[config.mk]
export PLATFORM = sky130hd
export DESIGN_NAME = regfile_wb_arbiter
export DESIGN_NICKNAME = d
export VERILOG_FILES = /design/src/rtl/regfile_wb_arbiter.sv
export SDC_FILE = /design/constraint.sdc
export NUM_CORES = 1
export LEC_CHECK = 0
export CAP_MARGIN = 20
export CORE_ASPECT_RATIO = 0.8
export CORE_MARGIN = 5
export CORE_UTILIZATION = 40
export CTS_CLUSTER_SIZE = 8
export DETAILED_ROUTE_END_ITERATION = 10
export GPL_ROUTABILITY_DRIVEN = 0
export GPL_TIMING_DRIVEN = 0
export HOLD_SLACK_MARGIN = 0.1
export PLACE_DENSITY = 0.81
export REMOVE_ABC_BUFFERS = 1
export SETUP_SLACK_MARGIN = 0.4
export SLEW_MARGIN = 10
export SYNTH_ARGS = -nofsm -noshare
export SYNTH_HDL_FRONTEND = slang
export SYNTH_SLANG_ARGS = --single-unit
[constraint.sdc]
create_clock -name clk -period 3.2 [get_ports clk]
set_input_delay 0.64 -clock clk [delete_from_list [all_inputs] [get_ports clk]]
set_output_delay 0.64 -clock clk [all_outputs]
set_load 0.01 [all_outputs]
[src/rtl/regfile_wb_arbiter.sv]
// Writeback arbiter for the single register-file write port (link, load, ALU).
// Byte/halfword loads are sequenced as read-modify-write through the read port.
module regfile_wb_arbiter #(
  parameter int unsigned DATA_W     = 32,
  parameter int unsigned ADDR_W     = 5,
  parameter int unsigned STARVE_LIM = 4
) (
  input  logic              clk,
  input  logic              rst_n,
  input  logic              lnk_valid,
  input  logic [ADDR_W-1:0] lnk_addr,
  input  logic [DATA_W-1:0] lnk_data,
  output logic              lnk_ready,
  input  logic              ld_valid,
  input  logic [ADDR_W-1:0] ld_addr,
  input  logic [DATA_W-1:0] ld_data,
  input  logic [1:0]        ld_size,
  output logic              ld_ready,
  input  logic              alu_valid,
  input  logic [ADDR_W-1:0] alu_addr,
  input  logic [DATA_W-1:0] alu_data,
  output logic              alu_ready,
  output logic              rf_we,
  output logic [ADDR_W-1:0] rf_waddr,
  output logic [DATA_W-1:0] rf_wdata,
  output logic              rf_re,
  output logic [ADDR_W-1:0] rf_raddr,
  input  logic [DATA_W-1:0] rf_rdata,
  output logic              busy
);

  localparam int unsigned CntW = $clog2(STARVE_LIM + 1);
  localparam logic [CntW-1:0] CntMax = CntW'(STARVE_LIM);

  typedef enum logic [1:0] {StIdle, StRd, StMrg} state_e;

  state_e            state_q, state_d;
  logic [CntW-1:0]   starve_q, starve_d;
  logic [ADDR_W-1:0] rmw_addr_q, rmw_addr_d;
  logic [15:0]       rmw_data_q, rmw_data_d;
  logic              rmw_byte_q, rmw_byte_d;
  logic              we_q, we_d;
  logic [ADDR_W-1:0] waddr_q, waddr_d;
  logic [DATA_W-1:0] wdata_q, wdata_d;

  logic              gnt_lnk, gnt_ld, gnt_alu;
  logic              alu_boost;
  logic              ld_partial;
  logic [DATA_W-1:0] keep_mask;
  logic [DATA_W-1:0] data_ext;
  logic [DATA_W-1:0] merged;

  // A starved ALU request pre-empts the fixed lnk > ld > alu order for one grant.
  assign alu_boost  = alu_valid && (starve_q == CntMax);
  assign ld_partial = (ld_size == 2'b01) || (ld_size == 2'b10);

  always_comb begin
    gnt_lnk = 1'b0;
    gnt_ld  = 1'b0;
    gnt_alu = 1'b0;
    if (state_q == StIdle) begin
      if (alu_boost) begin
        gnt_alu = 1'b1;
      end else if (lnk_valid) begin
        gnt_lnk = 1'b1;
      end else if (ld_valid) begin
        gnt_ld = 1'b1;
      end else if (alu_valid) begin
        gnt_alu = 1'b1;
      end
    end
  end

  assign lnk_ready = gnt_lnk;
  assign ld_ready  = gnt_ld;
  assign alu_ready = gnt_alu;

  // Upper bits come from the register's current contents, low lane from the load.
  assign keep_mask = rmw_byte_q ? {{(DATA_W-8){1'b1}}, 8'h00} : {{(DATA_W-16){1'b1}}, 16'h0000};
  assign data_ext  = {{(DATA_W-16){1'b0}}, rmw_data_q};
  assign merged    = (rf_rdata & keep_mask) | (data_ext & ~keep_mask);

  always_comb begin
    state_d    = state_q;
    starve_d   = starve_q;
    rmw_addr_d = rmw_addr_q;
    rmw_data_d = rmw_data_q;
    rmw_byte_d = rmw_byte_q;
    we_d       = 1'b0;
    waddr_d    = waddr_q;
    wdata_d    = wdata_q;
    unique case (state_q)
      StIdle: begin
        if (gnt_alu || !alu_valid) begin
          starve_d = '0;
        end else if (starve_q != CntMax) begin
          starve_d = starve_q + CntW'(1);
        end
        if (gnt_lnk) begin
          we_d    = |lnk_addr;
          waddr_d = lnk_addr;
          wdata_d = lnk_data;
        end else if (gnt_ld && ld_partial) begin
          state_d    = StRd;
          rmw_addr_d = ld_addr;
          rmw_data_d = ld_data[15:0];
          rmw_byte_d = (ld_size == 2'b10);
        end else if (gnt_ld) begin
          we_d    = |ld_addr;
          waddr_d = ld_addr;
          wdata_d = ld_data;
        end else if (gnt_alu) begin
          we_d    = |alu_addr;
          waddr_d = alu_addr;
          wdata_d = alu_data;
        end
      end
      StRd: begin
        state_d = StMrg;
        we_d    = |rmw_addr_q;
        waddr_d = rmw_addr_q;
        wdata_d = merged;
      end
      StMrg: begin
        state_d = StIdle;
      end
      default: begin
        state_d = StIdle;
      end
    endcase
  end

  always_ff @(posedge clk or negedge rst_n) begin
    if (!rst_n) begin
      state_q    <= StIdle;
      starve_q   <= '0;
      rmw_addr_q <= '0;
      rmw_data_q <= '0;
      rmw_byte_q <= 1'b0;
      we_q       <= 1'b0;
      waddr_q    <= '0;
      wdata_q    <= '0;
    end else begin
      state_q    <= state_d;
      starve_q   <= starve_d;
      rmw_addr_q <= rmw_addr_d;
      rmw_data_q <= rmw_data_d;
      rmw_byte_q <= rmw_byte_d;
      we_q       <= we_d;
      waddr_q    <= waddr_d;
      wdata_q    <= wdata_d;
    end
  end

  assign rf_we    = we_q;
  assign rf_waddr = waddr_q;
  assign rf_wdata = wdata_q;
  assign rf_re    = (state_q == StRd);
  assign rf_raddr = rf_re ? rmw_addr_q : '0;
  assign busy     = (state_q != StIdle);

endmodule

==> results.py <==
metrics = {
    "run_status": {
        "outcome": "finished, final reports clean",
    },
    "clock_tree": {
        "cts_sinks": 65,
        "clk_path_buf_depth": 2,
        "cts_root_buffer": "clkbuf_16",
        "cts_inserted_buffers": 9,
        "cts_tree": "done",
        "path_clk_slew_ns": 0.06,
        "h-tree-depth": 3,
        "clock_latency_ns": 0.33,
        "postCtsHoldBufs": 0,
    },
    "timing": {
        "hold_viol_final": 0,
        "fmax_mhz": 372,
        "post-route-min-period_ns": 2.69,
        "skew_ns": 0.00843,
        "period_share_pct": 84.0,
        "rsz0062_at_grt": "no",
        "tightestPinTransition_ns": 0.951,
        "setup_viol": 0,
        "max_slew_margin_pct": 36.6,
        "timing.final.ws_setup_ns": 0.511,
        "slew_violations": 0,
    },
    "pwr": {
        "power_density_nw_per_um2": 549,
        "p_leak_nw": 2.49,
        "p_total_mw": 3.41,
        "peakVddDrop_mv": 0.267,
    },
    "synthesis": {
        "synth_common_cells": "dfrtp_1, or3_1, a221o_1",
        "yosys.area.top_type_share_pct": 42.6,
        "synth_top_area_cell": "dfrtp_1",
        "yosysSeqAreaShare_pct": 42.6,
        "synth_most_common_cell": "dfrtp_1",
        "synth-main-ff-cell": "dfrtp_1",
        "synth_edf_count": 0,
        "ys_types": 42,
        "syn_inst": 347,
        "synth_area_um2": 3820,
        "postSynthAreaPerCell_um2": 11.0,
        "yosysWarnings": 0,
        "synth_area_leaders": "dfrtp_1, o221a_1, a221o_1",
        "ys_seq_elements": 65,
        "ys_async_sr_fraction_pct": 100,
    },
    "run": {
        "cap_viol_max_count": 0,
    },
    "setup_path": {
        "critPathLaunch": "starve_q[1]",
        "reg2reg_depth": 6,
        "cp_slowest_stage_delay_ns": 0.54,
        "reg2reg_slack_ns": 0.66,
        "path_cells": "inv_1, ha_4, a311o_2, nor2_1, clkdlybuf4s50_1",
        "cp_max_fo": 7,
        "r2r-end": "rf_wdata[19]",
        "endpoint_kind": "primary output",
        "worstPathRequired_ns": 2.56,
        "crit_type": "reg2out",
        "slowest_stage": "clkdlybuf4s50_1",
        "cp-start-kind": "flip-flop",
        "worstReg2RegStart": "starve_q[1]",
        "cp.arrival_ns": 2.05,
    },
    "route": {
        "routed_wl_mm": 15.3,
        "routed.top_layer": "met5",
        "drc_errors": 0,
        "wl_per_cell_um": 23.7,
        "vias": 3932,
        "postRouteAntennaNets": 0,
        "m1WireLength_mm": 6.60,
        "avgViaCountPerCell": 6.09,
        "drtPass1Iterations": 5,
        "wl_met2_mm": 7.22,
        "met3WireLength_mm": 1.35,
        "drtIter0Drc": 230,
    },
    "finish": {
        "fillers": 720,
        "n_antenna_cell": 0,
        "layout.cells.non_filler": 646,
        "multi_input_area_um2": 2030,
        "final_net_count": 679,
        "regArea_um2": 1630,
        "drive_above_1_share_pct": 13.7,
        "syn_to_final_growth_pct": 62.7,
        "final_area_um2": 6210,
    },
    "grt": {
        "grt_pass1_wl_mm": 23.4,
        "grt_max_degree": 39,
        "antenna_found_initial": 2,
        "grt_pass1_vias": 4009,
        "grt.total_usage_pct": 25.7,
        "gr-total-overflow": 0,
    },
    "floorplan": {
        "rows": 31,
        "start_util_pct": 41.5,
        "die_h_um": 97.4,
        "die-area_um2": 11600,
        "fp.coreArea_um2": 9190,
        "die_x_um": 119,
        "pin_count": 198,
    },
    "place": {
        "dp.cells": 617,
        "io_buffers": 189,
        "place_area_um2": 5730,
        "dp_slack_ns": -0.298,
        "hpwlAfterDp_mm": 9.82,
    },
    "worst_hold_path": {
        "min_path_type": "in2async",
    },
}
[per-layer routing]
layer	vias to the layer above	global-route usage (%)
met4	2	4.54
met2	213	41.5
li1	1729	-
met3	17	8.03
met1	1971	34.5
met5	-	0
[per-stage QoR]
stage / hold slack (ns) / setup TNS, ns / utilization (%)
CTS: 0.243 / 0 / 67.3
detailed placement: 0.482 / -2.40 / 62.3
finish: 0.232 / 0 / 67.6
floorplan: 0.344 / 0 / -
global placement: 0.480 / -101.38 / 61.5
global route: 0.251 / 0 / 67.6
[worst max-delay path, delay by kind of cell (launching register included)]
family,cells,cell delay [ns]
compound gates,1,0.44
fa+ha+maj,1,0.20
buf+inv,2,0.63
flops,1,0.36
simple gates,1,0.10
[what timing repair did]
item                       CTS  global route
cloned                       5             0
setup endpoints to repair   49            45
setup buffers                7             1
pin swaps                    2             0
gates resized for setup     15             8
[state kept, by name, summed over array words and instances, names as in the netlist]
| name | count |
|---|---|
| rmw_byte_q | 1 |
| rmw_data_q | 16 |
| rmw_addr_q | 5 |
| rf_we | 1 |
| starve_q | 3 |
| rf_wdata | 32 |
| state_q | 2 |
| rf_waddr | 5 |
[area by class of cell]
cell class                      count  area share, %
Timing Repair inverter              3          0.282
Timing Repair Buffer              200           32.4
Clock inverter                      5           1.65
Inverter                            8          0.604
Multi-Input combinational cell    239           32.6
Clock buffer                       11           3.91
Tap cell                          115           2.32
Sequential cell                    65           26.2
[where the power goes]
part | switching [mW] | internal (mW) | leakage, nW
clock | 0.365 | 0.781 | 0.166
combinational | 0.450 | 0.660 | 1.54
sequential | 0.133 | 1.02 | 0.776
[cells by family (layout without fill, tap and decap cells)]
logic type	Yosys count	in the layout	synth area share, %
compound gates	91	92	23.7
fa+ha+maj	3	3	0.983
buf+inv	45	227	5.96
flops	65	65	42.6
mux	34	34	9.63
simple gates	109	110	17.1
[worst max path at each step]
stage,to,cells after the start
after global placement,rmw_data_q[10],6
after floorplan,rmw_addr_q[1],5
after detailed placement,ld_ready,5
final,lnk_ready,5
after CTS,ld_ready,5
after global routing,lnk_ready,5
[cell usage in the layout, fill, tap and decap left out, drive strengths merged, types with 2 or more instances in the layout]
master / synthesis / final
nor2: 14 / 14
a211o: 4 / 4
bufinv: 0 / 3
clkdlybuf4s15: 0 / 2
o221a: 33 / 33
o22ai: 5 / 5
or3: 34 / 34
clkbuf: 25 / 11
nand2b: 10 / 10
or4: 4 / 5
mux2i: 12 / 12
nor4: 2 / 2
clkdlybuf4s50: 0 / 184
mux2: 22 / 22
buf: 12 / 13
a2111oi: 4 / 4
a311o: 2 / 3
dfrtp: 65 / 65
and2: 30 / 30
inv: 8 / 6
ha: 3 / 3
o21ai: 3 / 3
nand2: 7 / 7
a221o: 33 / 33
a311oi: 2 / 2
clkinvlp: 0 / 6
nor3: 3 / 3
Note: power is estimated with default switching activity, not from simulation.
